$ cat src/rtl/piano_pkg.sv
`default_nettype none
// +----------------------------------------------------------------------+
// | piano_pkg                                                            |
// | Shared pixel-bus widths, requester indices and arbiter FSM states.   |
// | Revision: 1.0                                                        |
// +----------------------------------------------------------------------+
package piano_pkg;

   localparam int X_W = 9;
   localparam int Y_W = 8;
   localparam int C_W = 3;

   localparam int REQ_RESET   = 0;
   localparam int REQ_DRAW    = 1;
   localparam int REQ_OVERLAY = 2;

   typedef enum logic [1:0] {
      ST_IDLE = 2'd0,
      ST_OWN  = 2'd1,
      ST_GAP  = 2'd2
   } arb_state_t;

endpackage
`default_nettype wire

$ cat src/rtl/arb_pick.sv
`default_nettype none
// +----------------------------------------------------------------------+
// | arb_pick                                                             |
// | One-hot winner select. PIXEL_ARB_ROUND_ROBIN_EN selects round-robin  |
// | starting at i_ptr; otherwise lowest index wins.                      |
// | Revision: 1.0                                                        |
// +----------------------------------------------------------------------+
module arb_pick #(
   parameter int NUM_REQ = 3,
   parameter int PTR_W   = 2
) (
   input  logic [NUM_REQ-1:0] i_req,
   input  logic [PTR_W-1:0]   i_ptr,
   output logic [NUM_REQ-1:0] o_win
);

`ifdef PIXEL_ARB_ROUND_ROBIN_EN
   logic w_found;
   int   w_idx;

   always_comb begin
      o_win   = '0;
      w_found = 1'b0;
      w_idx   = 0;
      for (int k = 0; k < NUM_REQ; k++) begin
         // Rotate the search start to i_ptr, wrapping without a divider.
         w_idx = int'(i_ptr) + k;
         if (w_idx >= NUM_REQ) w_idx = w_idx - NUM_REQ;
         if (!w_found && i_req[w_idx]) begin
            o_win[w_idx] = 1'b1;
            w_found      = 1'b1;
         end
      end
   end
`else
   logic w_unused_ptr;

   assign w_unused_ptr = ^i_ptr;
   // Isolate the lowest set bit.
   assign o_win = i_req & (~i_req + NUM_REQ'(1));
`endif

endmodule
`default_nettype wire

$ cat src/rtl/pixel_port_arbiter.sv
`default_nettype none
// +----------------------------------------------------------------------+
// | pixel_port_arbiter                                                   |
// | Burst-granular arbiter for the vga_adapter pixel write port.         |
// | Macro PIXEL_ARB_ROUND_ROBIN_EN enables round-robin arbitration.      |
// | Revision: 1.0                                                        |
// +----------------------------------------------------------------------+
module pixel_port_arbiter #(
   parameter int NUM_REQ = 3,
   parameter int X_W     = piano_pkg::X_W,
   parameter int Y_W     = piano_pkg::Y_W,
   parameter int C_W     = piano_pkg::C_W,
   localparam int OW     = (NUM_REQ > 1) ? $clog2(NUM_REQ) : 1
) (
   input  logic                   clock,
   input  logic                   reset,
   input  logic [NUM_REQ-1:0]     req,
   input  logic [NUM_REQ-1:0]     px_valid,
   input  logic [NUM_REQ-1:0]     px_last,
   input  logic [NUM_REQ*X_W-1:0] px_x,
   input  logic [NUM_REQ*Y_W-1:0] px_y,
   input  logic [NUM_REQ*C_W-1:0] px_colour,
   output logic [NUM_REQ-1:0]     gnt,
   output logic                   busy,
   output logic [OW-1:0]          owner,
   output logic [X_W-1:0]         vga_x,
   output logic [Y_W-1:0]         vga_y,
   output logic [C_W-1:0]         vga_colour,
   output logic                   vga_plot
);
   import piano_pkg::*;

   arb_state_t         r_state, w_next;
   logic [NUM_REQ-1:0] w_win;
   logic [OW-1:0]      w_win_idx, w_ptr;
   logic               w_own_req, w_own_valid, w_own_last;
   logic               w_acc, w_grant, w_rel;

   assign w_own_req   = req[owner];
   assign w_own_valid = px_valid[owner];
   assign w_own_last  = px_last[owner];

   arb_pick #(.NUM_REQ(NUM_REQ), .PTR_W(OW)) u_pick (
      .i_req (req),
      .i_ptr (w_ptr),
      .o_win (w_win)
   );

   always_comb begin
      w_win_idx = '0;
      for (int i = 0; i < NUM_REQ; i++)
         if (w_win[i]) w_win_idx = OW'(i);
   end

`ifdef PIXEL_ARB_ROUND_ROBIN_EN
   logic [OW-1:0] r_ptr;

   always_ff @(posedge clock) begin
      if (reset)
         r_ptr <= '0;
      else if (w_grant)
         r_ptr <= (w_win_idx == OW'(NUM_REQ-1)) ? '0 : w_win_idx + OW'(1);
   end
   assign w_ptr = r_ptr;
`else
   assign w_ptr = '0;
`endif

   always_comb begin
      w_next  = r_state;
      w_grant = 1'b0;
      w_rel   = 1'b0;
      // A last pixel still lands even if req drops in the same cycle.
      w_acc   = (r_state == ST_OWN) && w_own_valid && (w_own_req || w_own_last);
      case (r_state)
         ST_IDLE: if (|req) begin
            w_grant = 1'b1;
            w_next  = ST_OWN;
         end
         ST_OWN: if (!w_own_req || (w_acc && w_own_last)) begin
            w_rel  = 1'b1;
            w_next = ST_GAP;
         end
         ST_GAP:  w_next = ST_IDLE;
         default: w_next = ST_IDLE;
      endcase
   end

   always_ff @(posedge clock) begin
      if (reset) begin
         r_state    <= ST_IDLE;
         gnt        <= '0;
         busy       <= 1'b0;
         owner      <= '0;
         vga_x      <= '0;
         vga_y      <= '0;
         vga_colour <= '0;
         vga_plot   <= 1'b0;
      end else begin
         r_state  <= w_next;
         vga_plot <= w_acc;
         if (w_grant) begin
            gnt   <= w_win;
            busy  <= 1'b1;
            owner <= w_win_idx;
         end else if (w_rel) begin
            gnt   <= '0;
            busy  <= 1'b0;
         end
         if (w_acc) begin
            vga_x      <= px_x[int'(owner)*X_W +: X_W];
            vga_y      <= px_y[int'(owner)*Y_W +: Y_W];
            vga_colour <= px_colour[int'(owner)*C_W +: C_W];
         end
      end
   end

endmodule
`default_nettype wire

$ cat config.mk
export PLATFORM = sky130hd
export DESIGN_NAME = pixel_port_arbiter
export DESIGN_NICKNAME = d
export VERILOG_FILES = /design/src/rtl/piano_pkg.sv /design/src/rtl/arb_pick.sv /design/src/rtl/pixel_port_arbiter.sv
export SDC_FILE = /design/constraint.sdc
export NUM_CORES = 1
export LEC_CHECK = 0
export ABC_AREA = 0
export ABC_CLOCK_PERIOD_IN_PS = 3500
export BUFFER_PORTS_ARGS = -buffer_cell sky130_fd_sc_hd__buf_2
export CORE_UTILIZATION = 40
export CTS_BUF_LIST = sky130_fd_sc_hd__clkbuf_4 sky130_fd_sc_hd__clkbuf_8
export CTS_CLUSTER_SIZE = 24
export DETAILED_ROUTE_END_ITERATION = 6
export GPL_TIMING_DRIVEN = 0
export PLACE_DENSITY_LB_ADDON = 0.3
export SYNTH_ARGS = -nofsm -noshare
export SYNTH_HDL_FRONTEND = slang
export SYNTH_SLANG_ARGS = --single-unit
$ cat constraint.sdc
create_clock -name clock -period 3.5 [get_ports clock]
set_clock_uncertainty 0.05 [all_clocks]
set_input_delay 0.525 -clock clock [delete_from_list [all_inputs] [get_ports clock]]
set_output_delay 0.525 -clock clock [all_outputs]
set_load 0.01 [all_outputs]
* Word-level counts from Yosys, hierarchy flattened
Cells that the tools add are included.
** Word-level totals
- Bits in registers :: 29
- Output and inout bits :: 27
- Word-level logic and storage cells :: 49
** Operators by class
- Add/subtract/negate cells :: 1
- Multiply operators :: 2
- $lt $le $gt $ge :: 1
- Eq/ne operators :: 3
- Shift operators :: 3
- Mux-type cells :: 19
- Bitwise logic cells :: 2
- Reductions and logical operators :: 10
** Operators by type and width (count)
- $shiftx A27 B7 Y9 :: 1
- $shiftx A24 B6 Y8 :: 1
- $mux W1 :: 10
- $shiftx A9 B5 Y3 :: 1
- $bmux W1 S2 :: 3
- $mul A2 B4 Y6 const B :: 1
- $mux W2 :: 3
- $mux W3 :: 2
- $mul A2 B2 Y4 const B :: 1
- $pmux W2 S2 :: 1
- $add A3 B1 Y3 const B :: 1
- $and A3 B3 Y3 :: 1
- $logic_and A1 B1 Y1 :: 3
- $lt A2 B3 Y1 const B :: 1
- $not A3 Y3 :: 1
- $reduce_or A3 Y1 :: 1
- $eq A2 B1 Y1 const B :: 1
- $logic_not A2 Y1 :: 1
- $logic_or A1 B1 Y1 :: 2
- $ne A2 B1 Y1 const B :: 1
- $ne A2 B2 Y1 const B :: 1
- $reduce_and A2 Y1 :: 1
- $reduce_bool A2 Y1 :: 1
- $logic_not A1 Y1 :: 1

* Depth between registers and ports, before layout
- Word-level depth :: 10
- Depth in mapped cells :: 6
- Depth with buffers taken out :: 4

* By module
From an unflattened synthesis, not the netlist that was laid out.
** Unflattened totals
- Cell total of the unflattened synthesis :: 193
- Area, all modules :: 1780.5 um^2
** By module, submodules not included
- pixel_port_arbiter :: times used 1, cells each 190, area each 1754.2 um^2, seq. area each 580.6 um^2
- arb_pick :: times used 1, cells each 3, area each 26.3 um^2, seq. area each 0.0 um^2

* Least setup slack after synthesis
Ideal clock, no wire load.
- Kind :: in2reg
- Start point :: input req[0]
- End point :: register vga_x[0]
- Library setup time :: 72 ps
- Arrival :: 1531 ps
- Data required time :: 3378 ps
- Path slack :: 1848 ps
- Stages on the path :: 6
- Buffers on the path :: 2
- Cell sequence :: buf_2 -> mux2i_1 -> o2bb2ai_2 -> o211ai_2 -> buf_6 -> mux2i_1
** On the way
- Longest elaborated chain between the ends :: 4
** RTL lines
- from (decl) :: line pixel_port_arbiter.sv:17 : input logic [NUM_REQ-1:0] req,
- $bmux W1 S2 :: line pixel_port_arbiter.sv:39 : assign w_own_req = req[owner];
- $mux W1 (not written as such) :: line pixel_port_arbiter.sv:39
- $logic_or A1 B1 Y1 :: line pixel_port_arbiter.sv:74 : w_acc = (r_state == ST_OWN) && w_own_valid && (w_own_req || w_own_last);
- $logic_and A1 B1 Y1 :: line pixel_port_arbiter.sv:74
- to (signal assigned) :: line pixel_port_arbiter.sv:111 : vga_x <= px_x[int'(owner)*X_W +: X_W];
- to (decl) :: line pixel_port_arbiter.sv:26 : output logic [X_W-1:0] vga_x,
No other way between the ends. The select of a mux whose other input is x is not followed.
A chain may end at the register's enable or synchronous reset.

* Final worst setup path
- Start point :: register owner[1]
- End point :: register vga_y[0]
** On the way
- Longest elaborated chain between the ends :: 4
- Elaborated cells on any way between the ends :: 10
- Those cells by class :: shift: 1; mux: 6; reduce/logical: 3
** RTL lines
- from (decl) :: line pixel_port_arbiter.sv:25 : output logic [OW-1:0] owner,
- from (signal assigned) :: line pixel_port_arbiter.sv:105 : owner <= w_win_idx;
- branches (longest 4 deep; another with $shiftx A24 B6 Y8)
- to (signal assigned) :: line pixel_port_arbiter.sv:112 : vga_y <= px_y[int'(owner)*Y_W +: Y_W];
- to (decl) :: line pixel_port_arbiter.sv:27 : output logic [Y_W-1:0] vga_y,
Several ways; the timed one is not identified. The select of a mux whose other input is x is not followed.

==> results.json <==
{
  "postRouteAntennaNets": 0,
  "viasPerCell": 5.10,
  "rsz0062_at_grt": "false",
  "clockRootBuffer": "clkbuf_8",
  "hold_path_class": "reg2reg",
  "cts_setup_buffers": 0,
  "synthFlopType": "dfxtp_1",
  "ys_warn_count": 0,
  "first_global_vias": 1566,
  "crit_type": "reg2reg",
  "hold_violations": 0,
  "seq_area_frac_synth_pct": 34.1,
  "io_pins": 98,
  "synthSimpleGateAreaFrac_pct": 13.3,
  "vias": 1751,
  "maxCapViolCount": 0,
  "setup.worst_path.end_class": "register",
  "diodes": 0,
  "die_x_um": 67.3,
  "crit_fanout": 10,
  "syn_area_um2": 1700,
  "yosysUniqueCellTypes": 29,
  "firstDrtPassIters": 4,
  "core_area_um2": 4060,
  "portBuffers": 95,
  "start_kind": "register",
  "synth_area_leaders": "dfxtp_1 (34%), mux2i_1 (25%), o2bb2ai_1 (11%)",
  "synth.ff_latch_count": 29,
  "synth_cells": 190,
  "cts_tree": "yes",
  "grt_pass1_wl_um": 6890,
  "max_freq_mhz": 598,
  "outcome": "finished, final reports clean",
  "cts_resized": 0,
  "nets": 363,
  "ctsHoldBuffers": 0,
  "drt_wl_total_um": 4460,
  "cts.clk_slew.worst_paths_ns": 0.07,
  "met2_length_um": 2010,
  "report.final.slew_viol_count": 0,
  "critPathRequiredTime_ns": 3.66,
  "grt_overflow": 0,
  "worst_slack_ns": 1.83,
  "die-area_um2": 4530,
  "slowest_stage": "dfxtp_1",
  "ff2ff_path_depth": 6,
  "post_synth_mux_area_share_pct": 25.3,
  "drcViolationCount": 0,
  "vdd.ir_drop.worst_v": 0.000250,
  "drt_iter0_drc": 76,
  "area_delta_synth_final_pct": 38.6,
  "powerDensity_nw_per_um2": 418,
  "crit_family": "multiplexers",
  "wl_met3_um": 420,
  "start_util_pct": 42.0,
  "cts_max_level": 2,
  "clock_sinks": 29,
  "yosys.area_share.adder_pct": 0,
  "hold_slack_ns": 0.406,
  "place_ws_ns": 1.68,
  "synth_top_cell_by_area": "dfxtp_1",
  "clockBufferDepth": 2,
  "synth_xor_area_share_pct": 0,
  "cp.buffers_inverters": 2,
  "hpwl_um": 3360,
  "top_layer_used": "met4",
  "syn-num-nets": 261,
  "synth_top_family_by_area": "multiplexers",
  "reg2reg_slack_ns": 1.83,
  "slowest_delay_ns": 0.34,
  "drt-met1-wl_um": 1970,
  "routedWlPerCell_um": 13.0,
  "max_slew_margin_pct": 68.7,
  "hold_depth": 2,
  "clock_latency_ns": 0.28,
  "setup_viol": 0,
  "synth-compound-area-share_pct": 21.2,
  "rr_endpoint": "vga_y[0]",
  "die_y_um": 67.3,
  "max_slew.worst_pin.slew_ns": 0.467,
  "drive_above_1_share_pct": 39.9,
  "hp-start": "vga_colour[2]",
  "antenna_found_initial": 0,
  "synthArstFlopShare_pct": 0,
  "place_congestion": 0.796,
  "fin_crit_sh_pct": 47.8,
  "rr_startpoint": "owner[1]",
  "track_usage_pct": 20.1,
  "cp.arrival_ns": 1.83,
  "setup_tns_ns": 0,
  "cellLeakagePower_nw": 1.19,
  "synth-edff-count": 0,
  "grt_max_degree": 11,
  "syn_area_per_cell_um2": 8.97,
  "cts_buffers": 5,
  "crit_chain": "buf_6 -> mux2i_1 -> o2bb2ai_2 -> o211ai_2 -> buf_6 -> mux2i_1",
  "hold_end": "vga_colour[2]",
  "period_minus_slack_ns": 1.67,
  "fp-row-count": 23,
  "yosysTopAreaCellShare_pct": 34.1
}
-- state kept, by name (all words and copies together) (netlist names) --
signal and flops:
vga_y 8, busy 1, r_state 2, gnt 3, owner 2, vga_x 9
vga_plot 1, vga_colour 3
-- synth_stat cells (2+ instances only) --
cell type,instances
mux2i_1,43
nand2_1,42
dfxtp_1,29
o2bb2ai_1,21
buf_2,6
a21oi_1,5
clkbuf_1,5
nor3_1,5
nor2_1,4
buf_6,3
inv_1,3
o21ai_1,3
a41o_1,2
buf_1,2
nand3b_1,2
o21a_1,2
-- worst max-delay path by stage --
stage,start,to,slack [ns],cells past startpoint
final,owner[1],vga_y[0],1.83,6
after global routing,owner[1],vga_x[6],1.68,6
after CTS,owner[1],vga_x[8],1.81,6
after detailed placement,req[0],vga_x[8],1.68,6
after global placement,req[0],vga_y[4],1.72,6
after floorplan,req[0],vga_x[0],1.85,6
-- cells in the final DEF (no fill, tap or decap), types with 4 or more instances in the layout --
master     Yosys  layout
dfxtp_1       29      29
nand2_1       42      42
clkbuf_8       0       6
nor2_1         4       4
mux2i_1       43      43
nor3_1         5       5
a21oi_1        5       5
o2bb2ai_1     21      21
clkbuf_1       5       5
buf_2          6     101
-- worst min-delay path: cells and delay by family (launching register included) --
kind	cells	cell delay, ns
flops	1	0.31
simple gates	1	0.05
mux	1	0.05
-- layer usage --
layer / global-route usage, % / vias up
met5: 0 / -
met4: 9.04 / 0
met3: 4.73 / 6
met2: 33.8 / 87
met1: 24.1 / 764
li1: - / 894
-- cell families (layout without fill, tap and decap cells) --
kind of cell	after synthesis	after routing
compound gates	44	44
buf+inv	20	123
flops	29	29
mux	43	43
simple gates	54	54
-- where the power goes --
| part | internal (mW) | leakage (nW) | switching (mW) |
|---|---|---|---|
| Combinational | 0.118 | 0.892 | 0.131 |
| Sequential | 0.354 | 0.236 | 0.0133 |
| Clock | 0.240 | 0.0619 | 0.132 |
| Total | 0.712 | 1.19 | 0.276 |
-- area by class of cell --
| class | count | area (µm²) |
|---|---|---|
| multi-input cells | 141 | 1020 |
| inverters | 4 | 15.0 |
| flip-flops and latches | 29 | 581 |
| fillers | 394 | 1700 |
| clock inverters | 1 | 30.0 |
| well taps | 50 | 62.6 |
| plain buffers | 16 | 90.1 |
| repair buffers | 95 | 475 |
| clock buffers | 7 | 90.1 |
-- per-stage QoR --
stage	area [µm²]	utilization (%)	power [mW]	std cells
floorplan	1700	-	0.534	190
global placement	2240	55.3	0.621	335
detailed placement	2240	55.3	0.625	335
CTS	2360	58.2	0.996	343
global route	2360	58.2	1.03	343
finish	2360	58.2	0.988	343
No activity file was read; power rests on OpenSTA's default activity.
